`config.mk`:
```
export PLATFORM = sky130hd
export DESIGN_NAME = gpr_dump_flat
export DESIGN_NICKNAME = d
export VERILOG_FILES = /design/src/rtl/gpr_dump_if.sv /design/src/rtl/gpr_dump.sv /design/src/flat_wrapper.sv
export SDC_FILE = /design/constraint.sdc
export NUM_CORES = 1
export LEC_CHECK = 0
export ABC_AREA = 1
export CORE_MARGIN = 4
export CORE_UTILIZATION = 52
export CTS_BUF_LIST = sky130_fd_sc_hd__clkbuf_8
export DETAILED_ROUTE_END_ITERATION = 6
export GPL_TIMING_DRIVEN = 1
export HOLD_SLACK_MARGIN = 0.1
export PLACE_DENSITY = 0.95
export SLEW_MARGIN = 20
export SYNTH_ARGS = -nofsm -noshare
export SYNTH_HDL_FRONTEND = slang
export SYNTH_SLANG_ARGS = --single-unit
```
`constraint.sdc`:
```
create_clock -name clk -period 3.7 [get_ports clk]
set_input_delay 1.11 -clock clk [delete_from_list [all_inputs] [get_ports clk]]
set_output_delay 1.11 -clock clk [all_outputs]
set_load 0.02 [all_outputs]
```
`src/rtl/gpr_dump_if.sv`:
```
`default_nettype none
// +------------------------------------------------------------------+
// | gpr_dump_if: register-file read port plus dump output stream.     |
// | Rev 1.0                                                          |
// +------------------------------------------------------------------+
interface gpr_dump_if #(
  parameter int DW = 32,
  parameter int AW = 5
);
  logic [AW-1:0] rd_addr;
  logic [DW-1:0] rd_data;
  logic          out_valid;
  logic          out_ready;
  logic [DW-1:0] out_data;
  logic [AW-1:0] out_idx;
  logic          out_last;

  modport master (
    output rd_addr,
    input  rd_data,
    output out_valid,
    input  out_ready,
    output out_data,
    output out_idx,
    output out_last
  );

  modport slave (
    input  rd_addr,
    output rd_data,
    input  out_valid,
    output out_ready,
    input  out_data,
    input  out_idx,
    input  out_last
  );
endinterface
`default_nettype wire

```
`src/rtl/gpr_dump.sv`:
```
`default_nettype none
// +------------------------------------------------------------------+
// | gpr_dump: streams registers 0..NREG-1 out with a running XOR sum. |
// | Rev 1.0                                                          |
// +------------------------------------------------------------------+
module gpr_dump #(
  parameter int NREG = 32,
  parameter int DW   = 32,
  parameter int AW   = 5
) (
  input  logic              clk,
  input  logic              rst,
  input  logic              start_i,
  input  logic              abort_i,
  gpr_dump_if.master        bus,
  output logic              busy_o,
  output logic              done_o,
  output logic [DW-1:0]     checksum_o
);

  localparam logic [AW-1:0] LAST_IDX = AW'(NREG - 1);

  typedef enum logic [1:0] {
    S_IDLE  = 2'd0,
    S_FETCH = 2'd1,
    S_SEND  = 2'd2,
    S_DONE  = 2'd3
  } state_t;

  state_t        state_q, state_d;
  logic [AW-1:0] idx_q, idx_d;
  logic [DW-1:0] out_data_q, out_data_d;
  logic [AW-1:0] out_idx_q, out_idx_d;
  logic [DW-1:0] checksum_q, checksum_d;

  always_ff @(posedge clk or negedge rst) begin
    if (!rst) begin
      state_q    <= S_IDLE;
      idx_q      <= '0;
      out_data_q <= '0;
      out_idx_q  <= '0;
      checksum_q <= '0;
    end else begin
      state_q    <= state_d;
      idx_q      <= idx_d;
      out_data_q <= out_data_d;
      out_idx_q  <= out_idx_d;
      checksum_q <= checksum_d;
    end
  end

  always_comb begin
    state_d    = state_q;
    idx_d      = idx_q;
    out_data_d = out_data_q;
    out_idx_d  = out_idx_q;
    checksum_d = checksum_q;
    case (state_q)
      S_IDLE: begin
        if (start_i && !abort_i) begin
          state_d    = S_FETCH;
          idx_d      = '0;
          checksum_d = '0;
        end
      end
      S_FETCH: begin
        if (abort_i) begin
          state_d = S_IDLE;
        end else begin
          out_data_d = bus.rd_data;
          out_idx_d  = idx_q;
          state_d    = S_SEND;
        end
      end
      S_SEND: begin
        // abort takes priority: a word offered during abort is never counted
        if (abort_i) begin
          state_d = S_IDLE;
        end else if (bus.out_ready) begin
          checksum_d = checksum_q ^ out_data_q;
          if (idx_q == LAST_IDX) begin
            state_d = S_DONE;
          end else begin
            idx_d   = idx_q + 1'b1;
            state_d = S_FETCH;
          end
        end
      end
      S_DONE: begin
        state_d = S_IDLE;
      end
      default: begin
        state_d = S_IDLE;
      end
    endcase
  end

  assign bus.rd_addr   = idx_q;
  assign bus.out_valid = (state_q == S_SEND);
  assign bus.out_data  = out_data_q;
  assign bus.out_idx   = out_idx_q;
  assign bus.out_last  = (state_q == S_SEND) && (out_idx_q == LAST_IDX);
  assign busy_o        = (state_q != S_IDLE);
  assign done_o        = (state_q == S_DONE);
  assign checksum_o    = checksum_q;

endmodule
`default_nettype wire

```
`src/flat_wrapper.sv`:
```
// flat-port wrapper written by rule: the top's interface ports become plain ports
module gpr_dump_flat 
#(
  parameter int NREG = 32,
  parameter int DW   = 32,
  parameter int AW   = 5
)
  (clk, rst, start_i, abort_i, busy_o, done_o, checksum_o, bus_rd_addr, bus_rd_data, bus_out_valid, bus_out_ready, bus_out_data, bus_out_idx, bus_out_last);
  gpr_dump_if #(.DW(DW), .AW(AW)) bus_i ();
  input  logic clk;
  input  logic rst;
  input  logic start_i;
  input  logic abort_i;
  output logic busy_o;
  output logic done_o;
  output logic [DW-1:0] checksum_o;
  output wire logic [$bits(bus_i.rd_addr)-1:0] bus_rd_addr;
  input wire logic [$bits(bus_i.rd_data)-1:0] bus_rd_data;
  output wire logic [$bits(bus_i.out_valid)-1:0] bus_out_valid;
  input wire logic [$bits(bus_i.out_ready)-1:0] bus_out_ready;
  output wire logic [$bits(bus_i.out_data)-1:0] bus_out_data;
  output wire logic [$bits(bus_i.out_idx)-1:0] bus_out_idx;
  output wire logic [$bits(bus_i.out_last)-1:0] bus_out_last;
  assign bus_rd_addr = bus_i.rd_addr;
  assign bus_i.rd_data = bus_rd_data;
  assign bus_out_valid = bus_i.out_valid;
  assign bus_i.out_ready = bus_out_ready;
  assign bus_out_data = bus_i.out_data;
  assign bus_out_idx = bus_i.out_idx;
  assign bus_out_last = bus_i.out_last;
  gpr_dump #(.NREG(NREG), .DW(DW), .AW(AW)) u_core (.clk(clk), .rst(rst), .start_i(start_i), .abort_i(abort_i), .bus(bus_i), .busy_o(busy_o), .done_o(done_o), .checksum_o(checksum_o));
endmodule
```
# After elaboration in Yosys (flattened, before gate mapping)
# Cells that the tools add are included.
# W data, S select, Z words.
[totals] regBits=76 in_bits=37
[op_classes] add_sub_neg=1 n_eq_ne=10 n_mux=15 bitwise_logic=2 reduce_logical=10
[ops] operator="$mux W32" count=3
[ops] operator="$pmux W32 S2" count=1
[ops] operator="$xor A32 B32 Y32" count=1
[ops] operator="$mux W5" count=4
[ops] operator="$eq A5 B5 Y1 const B" count=2
[ops] operator="$mux W2" count=5
[ops] operator="$pmux W5 S2" count=1
[ops] operator="$pmux W2 S4" count=1
[ops] operator="$add A5 B1 Y5 const B" count=1
[ops] operator="$reduce_and A5 Y1" count=1
[ops] operator="$eq A2 B2 Y1 const B" count=2
[ops] operator="$ne A2 B1 Y1 const B" count=2
[ops] operator="$ne A2 B2 Y1 const B" count=2
[ops] operator="$reduce_and A2 Y1" count=2
[ops] operator="$reduce_and A4 Y1" count=1
[ops] operator="$reduce_bool A2 Y1" count=2
[ops] operator="$ne A3 B2 Y1 const B" count=1
[ops] operator="$eq A2 B1 Y1 const B" count=1
[ops] operator="$logic_and A1 B1 Y1" count=2
[ops] operator="$logic_not A2 Y1" count=1
[ops] operator="$logic_not A1 Y1" count=1
[ops] operator="$not A1 Y1" count=1

# Longest topological paths before layout
# Gate-level depths: netlist (run 1).
[logic_depth] depth_word=5 depth_mapped=9 ltp_nobuf=9

# Worst setup path before layout (run 1)
# OpenSTA, ideal clock, no wires.
[synth_timing] kind="register to output" startpoint="register u_core.state_q[0]" endpoint="output bus_out_last" arrival_ps=1197 required_time_ps=2590 path_slack_ps=1393 stages_incl_launch_ff=5 n_path_buf=1 path_cell_list="dfrtp_1 -> nor2_4 -> buf_2 -> nand3_1 -> nor2_1"
[synth_via] elab_chain_len=2
[synth_lines] item="start: declaration" line_no="gpr_dump.sv:30" rtl="state_t state_q, state_d;"
[synth_lines] item="start signal: assignment" line_no="gpr_dump.sv:44" rtl="state_q <= state_d;"
[synth_lines] item="$eq A2 B2 Y1"
[synth_lines] item="net bus_out_valid" line_no="flat_wrapper.sv:19" rtl="output wire logic [$bits(bus_i.out_valid)-1:0] bus_out_valid;"
[synth_lines] item="$logic_and A1 B1 Y1" line_no="gpr_dump.sv:102" rtl="assign bus.out_last = (state_q == S_SEND) && (out_idx_q == LAST_IDX);"
[synth_lines] item="end: declaration" line_no="flat_wrapper.sv:23" rtl="output wire logic [$bits(bus_i.out_last)-1:0] bus_out_last;"
# The timed path passes the listed nets, and every way through them passes these cells.

# Worst setup path in the final report (run 1)
[layout_timing] startpoint="register u_core.state_q[0]" endpoint="output bus_out_last"
[layout_via] elab_chain_len=2
[layout_lines] item="$eq A2 B2 Y1" line_no="gpr_dump.sv:102"
[layout_lines] item="$logic_and A1 B1 Y1" line_no="gpr_dump.sv:102"
# Every way passes these cells.

==> impl_metrics.tcl, run 1 <==
set metrics [dict create \
    status "completed" \
    critical-path-slowest-cell "clkdlybuf4s50_1" \
    utilization 0.746 \
    ctsResizeCount 0 \
    worstSkewPairLatency_ns 0.34 \
    final_common_cell "nand2_1" \
    yosysSeqAreaShare 0.523 \
    dieArea_um2 8400 \
    min_path_type "register to register" \
    cpPeakStageDelay_ns 0.60 \
    arrival_ns 1.88 \
    fin_crit_sh 0.809 \
    grt_usage 0.221 \
    post_route_cells_drive_above_1_share 0.146 \
    io_pins 115 \
    synthCells 433 \
    postCtsHoldBufs 0 \
    setup_tns_ns 0 \
    period_needed_ns 2.99 \
    postRouteAntennaNets 0 \
    power_density_nw_per_um2 744 \
    grt_pass1_vias 3151 \
    drt_iter0_markers 150 \
    cts_root_buffer "clkbuf_8" \
    cp-start-kind "register" \
    post_cts_buffers 0 \
    drc 0 \
    h-tree-depth 3 \
    leakagePower_nw 2.35 \
    cts_inserted_buffers 9 \
    via_per_inst 4.97 \
    most-common-layout-cells "nand2_1, clkdlybuf4s50_1, dfrtp_1" \
    dp_cells 628 \
    finalWirelength_mm 8.87 \
    grt_max_degree 77 \
    clkSinkCount 76 \
    grt_pass1_wl_mm 14.9 \
    crit_type "register to output pin" \
    hold_viol_final 0 \
    dieHeight_um 91.6 \
    rsz0062_at_grt "no" \
    fillers 477 \
    clk_path_buf_depth 2 \
    synthDistinctLibCells 18 \
    cp-end-kind "output pin" \
    core_region_area_um2 6790 \
    finalSetupViolCount 0 \
    syn_to_final_growth_pct 39.3 \
    max_slew_margin 0.379 \
    syn_area_um2 3640 \
    io_buffers 114 \
    maxCapViolCount 0 \
    synth_warnings 0 \
    synth_fp_nets 472 \
    cp.required_ns 2.59 \
    dr.pass1.iters 4 \
    ys_ff_latch 76 \
    dp_hpwl_mm 6.37 \
    cts_tree "done" \
    grt_overflow 0 \
    wire_per_inst_um 13.8 \
    path_clk_slew_ns 0.08 \
    diodes 0 \
    start_util 0.535 \
    drv_slew 0 \
    critPathMaxFanout 9 \
    antenna_found_initial 0 \
    finalClockSkew_ns 0.00992 \
    die_w_um 91.6 \
    avgSynthCellArea_um2 8.40 \
    layout.cells.non_filler 644 \
    gp_congestion 0.812 \
    peakVddDrop_v 0.000455 \
    timing.fmax_mhz 334 \
    crit_chain "nor2_4, nand3_1, nor2_1, clkdlybuf4s50_1" \
    worstMarginPinSlew_ns 0.931 \
    nets 582 \
    row_count 30 \
    vias 3200 \
]
-- where the power goes --
| group | internal, W | leakage, nW | switching [W] | total (W) |
|---|---|---|---|---|
| Clock | 0.000482 | 0.131 | 0.000294 | 0.000776 |
| Combinational | 0.000773 | 1.22 | 0.000861 | 0.00163 |
| Sequential | 0.00109 | 1.00 | 0.000272 | 0.00136 |
-- final cells by class --
| type | instances | area [um2] | area share |
|---|---|---|---|
| flip-flops and latches | 76 | 1900 | 0.375 |
| multi-input cells | 288 | 1430 | 0.281 |
| repair buffers | 118 | 1180 | 0.233 |
| inverters | 50 | 188 | 0.0370 |
| clock buffers | 11 | 151 | 0.0299 |
| well taps | 96 | 120 | 0.0237 |
| clock inverters | 5 | 98.8 | 0.0195 |
-- layer usage --
layer  vias to the layer above  track usage  part of all wire
met5                         -            0                 0
met2                        95        0.389              0.52
met3                        27       0.0377             0.040
met1                      1498        0.259              0.40
met4                         0        0.112             0.039
li1                       1580            -                 -
-- metrics by stage --
step,instance area (um2),power [W],hold WS [ns],worst slack [ns]
after floorplan,3640,0.00228,0.607,1.39
after global placement,4820,0.00293,0.496,0.890
after detailed placement,4820,0.00301,0.504,0.775
after CTS,5070,0.00379,0.524,0.703
after global routing,5070,0.00399,0.557,0.593
final,5070,0.00377,0.519,0.706
-- worst max-delay path: cells and delay by family, from the launching register on --
family / cells / cell delay [ns]
and+or+nand+nor: 3 / 0.47
buffers and inverters: 1 / 0.60
DFF: 1 / 0.48
-- synth_stat cells, drive strengths merged --
| library cell | count | area (um2) |
|---|---|---|
| o21ai | 72 | 447 |
| a21oi | 1 | 5.00 |
| dfrtp | 76 | 1900 |
| buf | 14 | 110 |
| clkbuf | 5 | 20.0 |
| ha | 2 | 25.0 |
| inv | 50 | 188 |
| nand2 | 124 | 465 |
| nor2 | 14 | 60.1 |
| nand3 | 43 | 215 |
| or2 | 32 | 200 |
-- kinds of logic (layout without fill, tap and decap cells) --
family / after synthesis / count (layout) / synth area share
adders and majority gates: 2 / 2 / 0.00688
DFF: 76 / 76 / 0.523
AOI/OAI and AO/OA: 73 / 73 / 0.124
buffers and inverters: 69 / 184 / 0.0874
and+or+nand+nor: 213 / 213 / 0.259
-- final timing paths --
kind,from,end,slack (ns),cells past startpoint
max,u_core.state_q[0],bus_out_last,0.71,4
min,u_core.bus.out_idx[3],u_core.bus.out_idx[3],0.52,2
max reg2reg,u_core.state_q[0],u_core.checksum_o[25],1.74,6
min reg2reg,u_core.bus.out_idx[3],u_core.bus.out_idx[3],0.52,2
max in group asynchronous,rst,u_core.bus.out_idx[4],2.18,1
min in group asynchronous,rst,u_core.bus.out_data[25],0.90,1
-- sequential cells by signal, indices dropped and copies added, names as in the netlist --
signal and flops:
u_core.state_q 2, u_core.bus.out_data 32, u_core.bus.rd_addr 5, u_core.bus.out_idx 5, u_core.checksum_o 32
(Power assumes the default switching activity.)
==> run 2: changes to the inputs <==
- CORE_UTILIZATION: 52 -> 43
- PLACE_DENSITY: 0.95 -> 0.85
- clock period: 3.7 -> 2.46 ns (I/O delays scaled with it)
==> run 2 against run 1 <==
Against the previous run:
- clock skew down 0.0037 ns
- final cell count up 1.7%
- via count down 0.97%
- sequential share of layout area down 0.14 points
- utilization down 13 points
- count of clock-buffer cells in the layout unchanged
- non-clock buffer count up 3
- register-to-register slack worse by 1.1 ns
- power up 47%
- sequential cell count unchanged
- first-iteration DRC count down 45%
- largest cell class unchanged
==> impl_metrics.tcl, run 2 (synthesis gave the netlist of run 1 again) <==
set metrics [dict create \
    clk_path_buf_depth 2 \
    io_pins 115 \
    most-common-layout-cells "nand2_1, clkdlybuf4s50_1, dfrtp_1" \
    dieHeight_um 100 \
    hold_viol_final 0 \
    crit_chain "nor2_4, clkdlybuf4s50_1" \
    post_route_cells_drive_above_1_share 0.151 \
    dr.pass1.iters 4 \
    antenna_found_initial 0 \
    finalClockSkew_ns 0.00618 \
    core_region_area_um2 8220 \
    cp-start-kind "register" \
    io_buffers 114 \
    drv_slew 0 \
    use_met1 0.224 \
    arrival_ns 1.64 \
    grt_usage 0.180 \
    finalSetupViolCount 0 \
    grt_pass1_vias 3218 \
    utilization 0.619 \
    syn_to_final_growth_pct 39.8 \
    wire_per_inst_um 12.8 \
    drt_iter0_markers 82 \
    grt_pass1_wl_mm 14.7 \
    nets 585 \
    postCtsHoldBufs 0 \
    timing.fmax_mhz 421 \
    grt_overflow 0 \
    gp_congestion 0.846 \
    leakagePower_nw 2.36 \
    post_cts_buffers 0 \
    h-tree-depth 3 \
    worstSkewPairLatency_ns 0.33 \
    critical-path-slowest-cell "clkdlybuf4s50_1" \
    crit_buf_inv 1 \
    cp-end-kind "output pin" \
    busiest_layer "met2" \
    use_met2 0.313 \
    crit_type "register to output pin" \
    drc 0 \
    min_path_type "primary input to async pin" \
    postRouteAntennaNets 0 \
    path_clk_slew_ns 0.07 \
    dpl_cell_area_um2 4860 \
    grt_max_degree 43 \
    critPathMaxFanout 6 \
    clkSinkCount 76 \
    start_util 0.443 \
    dp_hpwl_mm 6.15 \
    power_density_nw_per_um2 1090 \
    max_slew_margin 0.667 \
    worstMarginPinSlew_ns 0.499 \
    status "completed" \
    die_w_um 100 \
    peakVddDrop_v 0.000520 \
    dieArea_um2 9990 \
    crit_family "buffers and inverters" \
    reg2reg_slack_ns 0.68 \
    via_per_inst 4.84 \
    cts_root_buffer "clkbuf_8" \
    cp.required_ns 1.72 \
    cts_tree "done" \
    finalWirelength_mm 8.37 \
    vias 3169 \
    rsz0062_at_grt "yes" \
    period_needed_ns 2.37 \
    diodes 0 \
    cts_inserted_buffers 9 \
    fin_crit_sh 0.965 \
    fin_area_um2 5080 \
    globalRouteMet3Util 0.0361 \
    final_common_cell "nand2_1" \
    maxCapViolCount 0 \
    cpPeakStageDelay_ns 0.64 \
    row_count 33 \
]
-- run 2: path summary, 6_finish.rpt --
kind,start,to,cells after the start
max in group asynchronous,rst,u_core.checksum_o[2],2
max reg2reg,u_core.state_q[0],u_core.checksum_o[12],7
min reg2reg,u_core.bus.out_idx[1],u_core.bus.out_idx[1],2
max,u_core.state_q[0],bus_out_valid,2
min in group clk,u_core.bus.out_idx[1],u_core.bus.out_idx[1],2
min,rst,u_core.checksum_o[4],1
-- run 2: worst register-to-register path: stages (launching register included) --
cell and delay (ns):
dfrtp_1 0.47, nor2_4 0.19, buf_4 0.27, o21ai_1 0.15, nand2_2 0.12, buf_4 0.31
nand2_1 0.09, o21ai_1 0.09
-- run 2: final cells by class --
class,instances,area [um2]
clock buffer,11,151
clock inverter,4,72.6
fill,731,3130
inverter,50,188
multi-input combinational,288,1430
sequential,76,1900
tap,105,131
timing repair buffer,121,1210
-- run 2: through the flow --
step	std cells	total power (W)	setup WS, ns	TNS (ns)	hold WS, ns
3_3_place_gp	640	0.00442	0.322	0	0.498
6_report	655	0.00554	0.0865	0	0.360
5_1_grt	655	0.00593	-0.000357	-0.000357	0.384
2_1_floorplan	433	0.00343	0.525	0	0.442
3_5_place_dp	640	0.00453	0.288	0	0.505
4_1_cts	655	0.00561	0.0645	0	0.363
-- run 2: per-layer routing --
metal / routed length (um) / vias to the layer above
met1: 3620 / 1479
met4: 93 / 0
met5: 0 / -
met2: 4240 / 90
li1: - / 1590
met3: 426 / 10
-- run 2: power breakdown --
group | internal [W] | total, W | leakage, nW | switching [W]
logic | 0.00118 | 0.00245 | 1.24 | 0.00128
clock network | 0.000620 | 0.00106 | 0.111 | 0.000440
registers | 0.00163 | 0.00203 | 1.00 | 0.000394
-- run 2: timing repair --
action                                 4_1_cts  5_1_grt
pin swaps                                    0        0
endpoints found under the hold margin        0        0
resized for setup                            1        0
setup endpoints to repair                    1        1
gates cloned                                 0        0
